===== config.mk =====
export PLATFORM = sky130hd
export DESIGN_NAME = ps2_host_tx
export DESIGN_NICKNAME = d
export VERILOG_FILES = /design/src/rtl/ps2_host_tx_pkg.sv /design/src/rtl/ps2_line_filter.sv /design/src/rtl/ps2_host_tx.sv
export SDC_FILE = /design/constraint.sdc
export NUM_CORES = 1
export LEC_CHECK = 0
export CAP_MARGIN = 20
export CORE_ASPECT_RATIO = 0.75
export CORE_MARGIN = 3
export CORE_UTILIZATION = 35
export DETAILED_ROUTE_END_ITERATION = 10
export HOLD_SLACK_MARGIN = 0.08
export SLEW_MARGIN = 20
export SYNTH_ARGS = -nofsm -noshare
export SYNTH_HDL_FRONTEND = slang
export SYNTH_SLANG_ARGS = --single-unit

===== constraint.sdc =====
create_clock -name clk -period 2.26 [get_ports clk]
set_input_delay 0.226 -clock clk [delete_from_list [all_inputs] [get_ports clk]]
set_output_delay 0.226 -clock clk [all_outputs]
set_load 0.01 [all_outputs]

===== src/rtl/ps2_host_tx_pkg.sv =====
// Shared definitions for the PS/2 host-to-device transmitter: FSM states,
// frame edge numbers and the parity helper.
package ps2_host_tx_pkg;

  typedef enum logic [2:0] {
    ST_IDLE,
    ST_INHIBIT,
    ST_REQ,
    ST_XFER,
    ST_IDLE_WAIT
  } state_e;

  // Device falling-edge numbers within one host-to-device frame
  localparam logic [3:0] PS2_PAR_EDGE  = 4'd9;
  localparam logic [3:0] PS2_STOP_EDGE = 4'd10;
  localparam logic [3:0] PS2_ACK_EDGE  = 4'd11;

  // Odd parity: data plus parity bit carry an odd number of ones
  function automatic logic odd_parity(input logic [7:0] b);
    return ~^b;
  endfunction

endpackage


===== src/rtl/ps2_line_filter.sv =====
// PS/2 line conditioning: 2-flop synchronisers on clock and data, a glitch
// filter on the clock line and a one-cycle pulse on each filtered falling edge.
module ps2_line_filter #(
  parameter int FILTER_LEN = 8
) (
  input  logic clk,
  input  logic reset,
  input  logic ps2c_in,
  input  logic ps2d_in,
  output logic ps2c_sync,
  output logic ps2d_sync,
  output logic fall
);

  localparam int CW = $clog2(FILTER_LEN + 1);

  logic          c_meta;
  logic          d_meta;
  logic          c_filt;
  logic [CW-1:0] cnt;

  // NOTE: sequential state uses non-blocking assignments so every flop samples
  // the pre-edge value of its neighbours; blocking here would collapse the
  // synchroniser chain into a single flop.
  always_ff @(posedge clk) begin
    if (reset) begin
      // Lines idle high, so the synchronisers reset high to avoid a false edge
      c_meta    <= 1'b1;
      ps2c_sync <= 1'b1;
      d_meta    <= 1'b1;
      ps2d_sync <= 1'b1;
      c_filt    <= 1'b1;
      cnt       <= '0;
      fall      <= 1'b0;
    end else begin
      c_meta    <= ps2c_in;
      ps2c_sync <= c_meta;
      d_meta    <= ps2d_in;
      ps2d_sync <= d_meta;
      fall      <= 1'b0;
      if (ps2c_sync != c_filt) begin
        if (cnt == CW'(FILTER_LEN - 1)) begin
          c_filt <= ps2c_sync;
          cnt    <= '0;
          fall   <= c_filt;
        end else begin
          cnt <= cnt + 1'b1;
        end
      end else begin
        cnt <= '0;
      end
    end
  end

endmodule


===== src/rtl/ps2_host_tx.sv =====
// PS/2 host-to-device transmitter: inhibits the bus, requests to send, shifts
// one command byte out on device clock edges and checks the device ACK.
module ps2_host_tx
  import ps2_host_tx_pkg::*;
#(
  parameter int INHIBIT_CYCLES = 2500,
  parameter int TIMEOUT_CYCLES = 375000,
  parameter int FILTER_LEN     = 8,
  parameter int IDLE_CYCLES    = 1250
) (
  input  logic       clk,
  input  logic       reset,
  input  logic [7:0] tx_data,
  input  logic       tx_start,
  input  logic       ps2c_in,
  input  logic       ps2d_in,
  output logic       ps2c_oe,
  output logic       ps2d_oe,
  output logic       tx_busy,
  output logic       tx_done,
  output logic       tx_error
);

  localparam int CNT_MAX = (INHIBIT_CYCLES > IDLE_CYCLES) ? INHIBIT_CYCLES : IDLE_CYCLES;
  localparam int CW      = $clog2(CNT_MAX + 1);
  localparam int WW      = $clog2(TIMEOUT_CYCLES + 1);

  logic c_sync;
  logic d_sync;
  logic fall;

  ps2_line_filter #(
    .FILTER_LEN(FILTER_LEN)
  ) u_filter (
    .clk      (clk),
    .reset    (reset),
    .ps2c_in  (ps2c_in),
    .ps2d_in  (ps2d_in),
    .ps2c_sync(c_sync),
    .ps2d_sync(d_sync),
    .fall     (fall)
  );

  state_e        state, state_n;
  logic [CW-1:0] cnt, cnt_n;
  logic [WW-1:0] wdog, wdog_n;
  logic [3:0]    n, n_n;
  logic [7:0]    data, data_n;
  logic          par, par_n;
  logic          c_oe_n, d_oe_n, busy_n, done_n, error_n;
  logic          abort;
  logic          wdog_hit;
  logic [3:0]    n_inc;

  assign wdog_hit = (wdog == WW'(TIMEOUT_CYCLES - 1));
  assign n_inc    = n + 4'd1;

  // NOTE: every variable driven here gets a default first, so no path through
  // the case leaves one unassigned and no latch is inferred.
  always_comb begin
    state_n = state;
    cnt_n   = cnt;
    wdog_n  = wdog;
    n_n     = n;
    data_n  = data;
    par_n   = par;
    c_oe_n  = ps2c_oe;
    d_oe_n  = ps2d_oe;
    busy_n  = tx_busy;
    done_n  = 1'b0;
    error_n = 1'b0;
    abort   = 1'b0;

    unique case (state)
      ST_IDLE: begin
        if (tx_start) begin
          data_n  = tx_data;
          par_n   = odd_parity(tx_data);
          cnt_n   = '0;
          c_oe_n  = 1'b1;
          busy_n  = 1'b1;
          state_n = ST_INHIBIT;
        end
      end

      // The REQ cycle also holds the clock low, so INHIBIT is one cycle
      // shorter and ps2c_oe stays high for INHIBIT_CYCLES in total.
      ST_INHIBIT: begin
        if (cnt == CW'(INHIBIT_CYCLES - 2)) begin
          cnt_n   = '0;
          d_oe_n  = 1'b1;
          state_n = ST_REQ;
        end else begin
          cnt_n = cnt + 1'b1;
        end
      end

      ST_REQ: begin
        c_oe_n  = 1'b0;
        n_n     = '0;
        wdog_n  = '0;
        state_n = ST_XFER;
      end

      ST_XFER: begin
        if (fall) begin
          wdog_n = '0;
          n_n    = n_inc;
          if (n_inc <= 4'd8) begin
            d_oe_n = ~data[n[2:0]];
          end else if (n_inc == PS2_PAR_EDGE) begin
            d_oe_n = ~par;
          end else if (n_inc == PS2_STOP_EDGE) begin
            d_oe_n = 1'b0;
          end else if (!d_sync) begin
            cnt_n   = '0;
            state_n = ST_IDLE_WAIT;
          end else begin
            abort = 1'b1;
          end
        end else if (wdog_hit) begin
          abort = 1'b1;
        end else begin
          wdog_n = wdog + 1'b1;
        end
      end

      ST_IDLE_WAIT: begin
        if (wdog_hit) begin
          abort = 1'b1;
        end else begin
          wdog_n = wdog + 1'b1;
          if (c_sync && d_sync) begin
            if (cnt == CW'(IDLE_CYCLES - 1)) begin
              done_n  = 1'b1;
              busy_n  = 1'b0;
              state_n = ST_IDLE;
            end else begin
              cnt_n = cnt + 1'b1;
            end
          end else begin
            cnt_n = '0;
          end
        end
      end

      default: state_n = ST_IDLE;
    endcase

    // NACK and watchdog expiry share one exit: release both lines, flag error
    if (abort) begin
      c_oe_n  = 1'b0;
      d_oe_n  = 1'b0;
      busy_n  = 1'b0;
      error_n = 1'b1;
      state_n = ST_IDLE;
    end
  end

  always_ff @(posedge clk) begin
    if (reset) begin
      state    <= ST_IDLE;
      cnt      <= '0;
      wdog     <= '0;
      n        <= '0;
      data     <= '0;
      par      <= 1'b0;
      ps2c_oe  <= 1'b0;
      ps2d_oe  <= 1'b0;
      tx_busy  <= 1'b0;
      tx_done  <= 1'b0;
      tx_error <= 1'b0;
    end else begin
      state    <= state_n;
      cnt      <= cnt_n;
      wdog     <= wdog_n;
      n        <= n_n;
      data     <= data_n;
      par      <= par_n;
      ps2c_oe  <= c_oe_n;
      ps2d_oe  <= d_oe_n;
      tx_busy  <= busy_n;
      tx_done  <= done_n;
      tx_error <= error_n;
    end
  end

endmodule


==> flow_summary_export.csv, run 1 <==
group,metric,value,unit
outcome,status,"finished clean",
timing,post-route-min-period,2140,ps
detailed_routing,routed_wl,8260,µm
power,max-vdd-ir-drop,0.000498,V
die,dieWidth,119,µm
synth,ys_warn_count,0,
placed_design,place_area,3710,µm²
placed_design,dp.cells,543,
setup_path,path_cells,"ha_1, nand3_1, buf_4, nor2_1, nand3_1, or4_1, a31oi_1",
clock_network,clk_transition_reported_paths,50,ps
setup_path,start_kind,"register",
timing,fin_ws,117,ps
final_layout,area_delta_synth_final,22.4,%
grt,grt_start_max_net_pins,35,
timing,maxSlewViolCount,0,
detailed_routing,vias_per_cell,5.39,
placed_design,io_buffer_count,17,
clock_network,cts_tree,"yes",
grt,antenna_found_initial,0,
setup_path,worst_path_most_repeated_cell,"nand3_1",
job,max_cap_viol_count,0,
power,p_per_area,731,nW/µm²
synth,netlist_instances,399,
die,io-pin-count,18,
synth,synth_top_area_share,37.2,%
timing,tightest_slew,580,ps
power,p_leak,0.00148,µW
placed_design,place_congestion,0.849,
timing,slew_headroom,61.0,%
die,initial_core_util,36.4,%
timing,setup_viol,0,
grt,grt_pass1_wl,14500,µm
synth,synth_cell_types,57,
detailed_routing,drt-met1-wl,4400,µm
worst_hold_path,min_path_type,"register to register",
detailed_routing,wl_per_cell,14.8,µm
final_layout,diodes,0,
timing,hold_slack,405,ps
timing,fmax,467,MHz
clock_network,postCtsSetupBuffers,0,
setup_path,critPathArrivalTime,2400,ps
placed_design,dp_hpwl,5880,µm
final_layout,final-seq-area,1240,µm²
setup_path,critical_path.max_fanout,4,
clock_network,ctsHoldBuffers,0,
clock_network,numCtsBuffers,9,
die,die_area,10700,µm²
die,num_rows,30,
die,die_h,90.5,µm
setup_path,required,2520,ps
clock_network,cts_max_level,3,
detailed_routing,met2_length,3360,µm
synth,ys_ff_latch,62,
setup_path,max_stage_delay,490,ps
synth,synth_edf_count,0,
final_layout,final_nets,448,
final_layout,multiInputGateArea,1990,µm²
grt,gr-total-overflow,0,
synth,yosys-top-cells-area,"dfxtp_1 (37%), nand2_1 (5.6%), nor2_1 (4.4%)",
final_layout,fin_cells,559,
synth,ys_async_sr_fraction,0,%
setup_path,crit_slowest_cell,"or4_1",
synth,synth_area,3330,µm²
detailed_routing,drcViolationCount,0,
setup_path,end_kind,"register",
setup_path,path_class,"register to register",
clock_network,cts.sinks,62,
detailed_routing,vias,3015,
detailed_routing,drtIter0Drc,252,
detailed_routing,firstDrtPassIters,5,
die,core_area,9160,µm²
clock_network,clockBufferDepth,2,
timing,finClkSkew,3.15,ps
clock_network,clockRootBuffer,"clkbuf_16",
placed_design,dpl_worst_slack,70.2,ps
detailed_routing,wl_met3,438,µm
grt,grt_pass1_vias,2878,
synth,synthFlopType,"dfxtp_1",
power,finalPower,2980,µW
grt,grtUsageTotal,16.6,%
clock_network,clk_latency,330,ps
detailed_routing,final_antenna_net_count,0,
synth,synth_nets,421,
timing,hold_viol,0,
final_layout,num-fill-cells,930,
final_layout,drive_gt1_share,13.5,%
synth,ys_seq_area_share,37.2,%
detailed_routing,highest_layer,"met4",
synth,synth_top_area_cell,"dfxtp_1",
synth,syn_avg_cell_area,8.35,µm²
final_layout,finish.instance_area,4080,µm²
timing,finalCritPeriodShare,94.8,%
==> cells in the final DEF (no fill, tap or decap), drive strengths merged, types with 4 or more instances in the layout <==
master and instances:
a32o 8, or2 5, buf 19, nor2b 4, xnor2 13, xor2 6, o31ai 4, ha 9
nor3b 5, nor2 39, dfxtp 62, nand3 14, a21oi 25, a31oi 6, nand4b 4, and2 5
nor3 13, nand4 10, clkdlybuf4s50 17, o21ai 23, nand2 50, clkbuf 13, and3 10, mux2i 4
inv 10, a311oi 4, nor4 10
==> flip-flops by register name, indices dropped and copies added, names as in the netlist, 3 cells and up <==
signal / flops
wdog: 19
n: 4
cnt: 12
u_filter.cnt: 4
data: 8
state: 3
==> timing repair <==
item	4_1_cts	5_1_grt
hold endpoints to repair	0	0
endpoints found under the setup margin	0	12
resized for setup	0	6
==> layer usage <==
layer | vias to the layer above | GRT usage [%]
met5 | - | 0
met4 | 0 | 4.34
met3 | 9 | 5.45
met2 | 90 | 23.5
met1 | 1410 | 24.0
li1 | 1506 | -
==> Yosys cell counts (8+ instances only) <==
cell / n
nor3_1: 11
inv_1: 10
nand4_1: 10
nand3_1: 14
clkbuf_1: 15
nand2_1: 50
o21ai_0: 14
dfxtp_1: 62
ha_1: 9
nor2_1: 39
a21oi_1: 25
a32o_1: 8
xnor2_1: 12
and3_1: 10
==> path summary, 6_finish.rpt <==
path,startpoint,to,slack (ps),cells after the start
max,wdog[0],wdog[18],120,7
min,u_filter.d_meta,u_filter.ps2d_sync,400,1
max reg2reg,wdog[0],wdog[18],120,7
min reg2reg,u_filter.d_meta,u_filter.ps2d_sync,400,1
==> layout make-up <==
| class | count | area share, % |
|---|---|---|
| Multi-Input combinational cell | 307 | 48.7 |
| Sequential cell | 62 | 30.5 |
| Timing Repair Buffer | 36 | 7.76 |
| Clock buffer | 13 | 6.62 |
| Tap cell | 128 | 3.93 |
| Clock inverter | 3 | 1.59 |
| Inverter | 10 | 0.920 |
==> cells by family (layout without fill, tap and decap cells) <==
kind of cell,after synthesis,in the layout,share of synthesized area (%)
AND/OR/NAND/NOR,188,188,30.3
AO/OA/AOI/OAI,85,85,17.3
flip-flops,62,62,37.2
buffers and inverters,30,62,4.02
XOR/XNOR,19,19,5.22
adder cells (fa/ha/maj),9,9,3.38
multiplexers,6,6,2.55
==> per-stage QoR <==
stage / TNS (ps) / utilization [%]
after floorplan: 0 / -
after global placement: 0 / 40.5
after detailed placement: 0 / 40.5
after CTS: 0 / 44.2
after global routing: -1.68 / 44.5
final: 0 / 44.5
==> critical path, delay by kind of cell (launching register included) <==
kind | cells | cell delay [ps]
compound gates | 1 | 160
buf+inv | 1 | 190
simple gates | 4 | 1090
flops | 1 | 390
fa+ha+maj | 1 | 240
==> power by group <==
part	total, µW	leakage [µW]	internal, µW	switching, µW
registers	1150	0.000503	1120	20.5
clock network	1530	0.000166	1050	478
logic	308	0.000807	135	173
total	2980	0.00148	2310	671
Power figures use the tool's default switching activity.
==> inputs of run 2 (changes only) <==
Settings changed: PLACE_DENSITY_LB_ADDON set to 0.2.
==> flow_summary_export.csv, run 2 (synthesis results as in run 1) <==
group,metric,value,unit
detailed_routing,drtIter0Drc,219,
timing,maxSlewViolCount,0,
final_layout,num-fill-cells,913,
grt,grt_start_max_net_pins,27,
final_layout,finish.instance_area,3970,µm²
final_layout,largest_reg_flops,19,
worst_hold_path,holdPathStages,2,
clock_network,clk_transition_reported_paths,50,ps
clock_network,clockBufferDepth,2,
final_layout,finish.utilization,43.3,%
die,io-pin-count,18,
job,max_cap_viol_count,0,
setup_path,path_class,"register to register",
setup_path,start_kind,"register",
detailed_routing,wl_per_cell,14.7,µm
setup_path,critPathArrivalTime,2330,ps
power,finalPower,2640,µW
placed_design,dp_hpwl,5850,µm
clock_network,clockRootBuffer,"clkbuf_16",
power,p_per_area,665,nW/µm²
timing,setup_viol,0,
setup_path,required,2480,ps
setup_path,critical_path.max_fanout,13,
clock_network,clk_latency,330,ps
placed_design,place_congestion,0.861,
die,initial_core_util,36.4,%
final_layout,area_delta_synth_final,19.0,%
die,core_area,9160,µm²
setup_path,r2r_cells,8,
power,max-vdd-ir-drop,0.000370,V
clock_network,cts_tree,"yes",
detailed_routing,vias_per_cell,5.28,
timing,rsz0062_at_grt,"no",
power,p_leak,0.00140,µW
clock_network,postCtsSetupBuffers,0,
clock_network,cts.sinks,62,
grt,grt_pass1_wl,14100,µm
detailed_routing,routed_wl,8170,µm
detailed_routing,final_antenna_net_count,0,
grt,gr-total-overflow,0,
outcome,status,"finished clean",
placed_design,place_area,3690,µm²
final_layout,diodes,0,
clock_network,numCtsBuffers,9,
setup_path,end_kind,"register",
die,die_h,90.5,µm
grt,grtUsageTotal,16.2,%
grt,antenna_found_initial,0,
final_layout,final_common_cell,"dfxtp_1",
timing,post-route-min-period,2110,ps
die,die_area,10700,µm²
final_layout,final_nets,446,
clock_network,cts_max_level,3,
detailed_routing,vias,2936,
timing,finClkSkew,7.55,ps
timing,hold_slack,312,ps
final_layout,layout_common_cells,"dfxtp_1 (62), nand2_1 (50), nor2_1 (39), a21oi_1 (25)",
timing,finalCritPeriodShare,93.4,%
final_layout,drive_gt1_share,12.4,%
timing,setup_tns,0,ps
timing,fmax,474,MHz
worst_hold_path,min_path_type,"primary input to register",
timing,tightest_slew,740,ps
timing,slew_headroom,50.3,%
die,dieWidth,119,µm
final_layout,regMostFlops,"wdog",
detailed_routing,drcViolationCount,0,
die,num_rows,30,
timing,hold_viol,0,
final_layout,reg_top3,"wdog: 19 flops, cnt: 12 flops, data: 8 flops",
placed_design,io_buffer_count,17,
grt,grt_pass1_vias,2794,
detailed_routing,firstDrtPassIters,5,
run 2: cell count changes in the layout (fill, tap and decap cells not counted), sizes merged:
cell / previous run / this run
clkdlybuf4s50: 17 / 16
clkinv: 1 / 2
buf: 19 / 18
bufinv: 2 / 0
run 2: path summary, 6_finish.rpt:
kind / startpoint / end / slack (ps)
setup / recovery: n[0] / cnt[4] / 150
hold / removal: reset / tx_error / 310
setup reg to reg: n[0] / cnt[4] / 150
hold reg to reg: u_filter.d_meta / u_filter.ps2d_sync / 400
run 2: metrics by stage:
step                      setup slack, ps  instances
final                                 149        556
after floorplan                       130        399
after CTS                            42.8        556
after detailed placement             47.5        541
after global routing                 3.14        556
after global placement                133        541
run 2: cell type report:
type | instances | area [µm²] | area share (%)
clock inverters | 2 | 10.0 | 0.252
repair buffers | 34 | 297 | 7.47
clock buffers | 13 | 240 | 6.05
inverters | 10 | 37.5 | 0.946
flip-flops and latches | 62 | 1240 | 31.3
well taps | 128 | 160 | 4.04
multi-input cells | 307 | 1980 | 50.0
run 2: power breakdown:
| part | internal [µW] | leakage (µW) | switching, µW |
|---|---|---|---|
| sequential | 1130 | 0.000503 | 16.8 |
| combinational | 134 | 0.000778 | 171 |
| clock | 732 | 0.000123 | 460 |
run 2: timing repair:
item / CTS / global route
setup endpoints to repair: 0 / 12
resized for setup: 0 / 5
hold buffers: 0 / 0
endpoints found under the hold margin: 0 / 0
run 2: metal layers:
layer	vias to the layer above	wire, µm	track usage (%)
met1	1360	4360	24.2
met3	7	520	4.57
met5	-	0	0
met2	72	3220	21.8
met4	0	73	5.79
li1	1497	-	-
run 2: worst max-delay path: stages, from the launching register on:
cell	delay (ps)
dfxtp_1	400
inv_1	100
ha_1	240
o31ai_4	280
a41oi_1	190
nor3_2	230
buf_6	200
o21ai_0	100
a32o_1	260
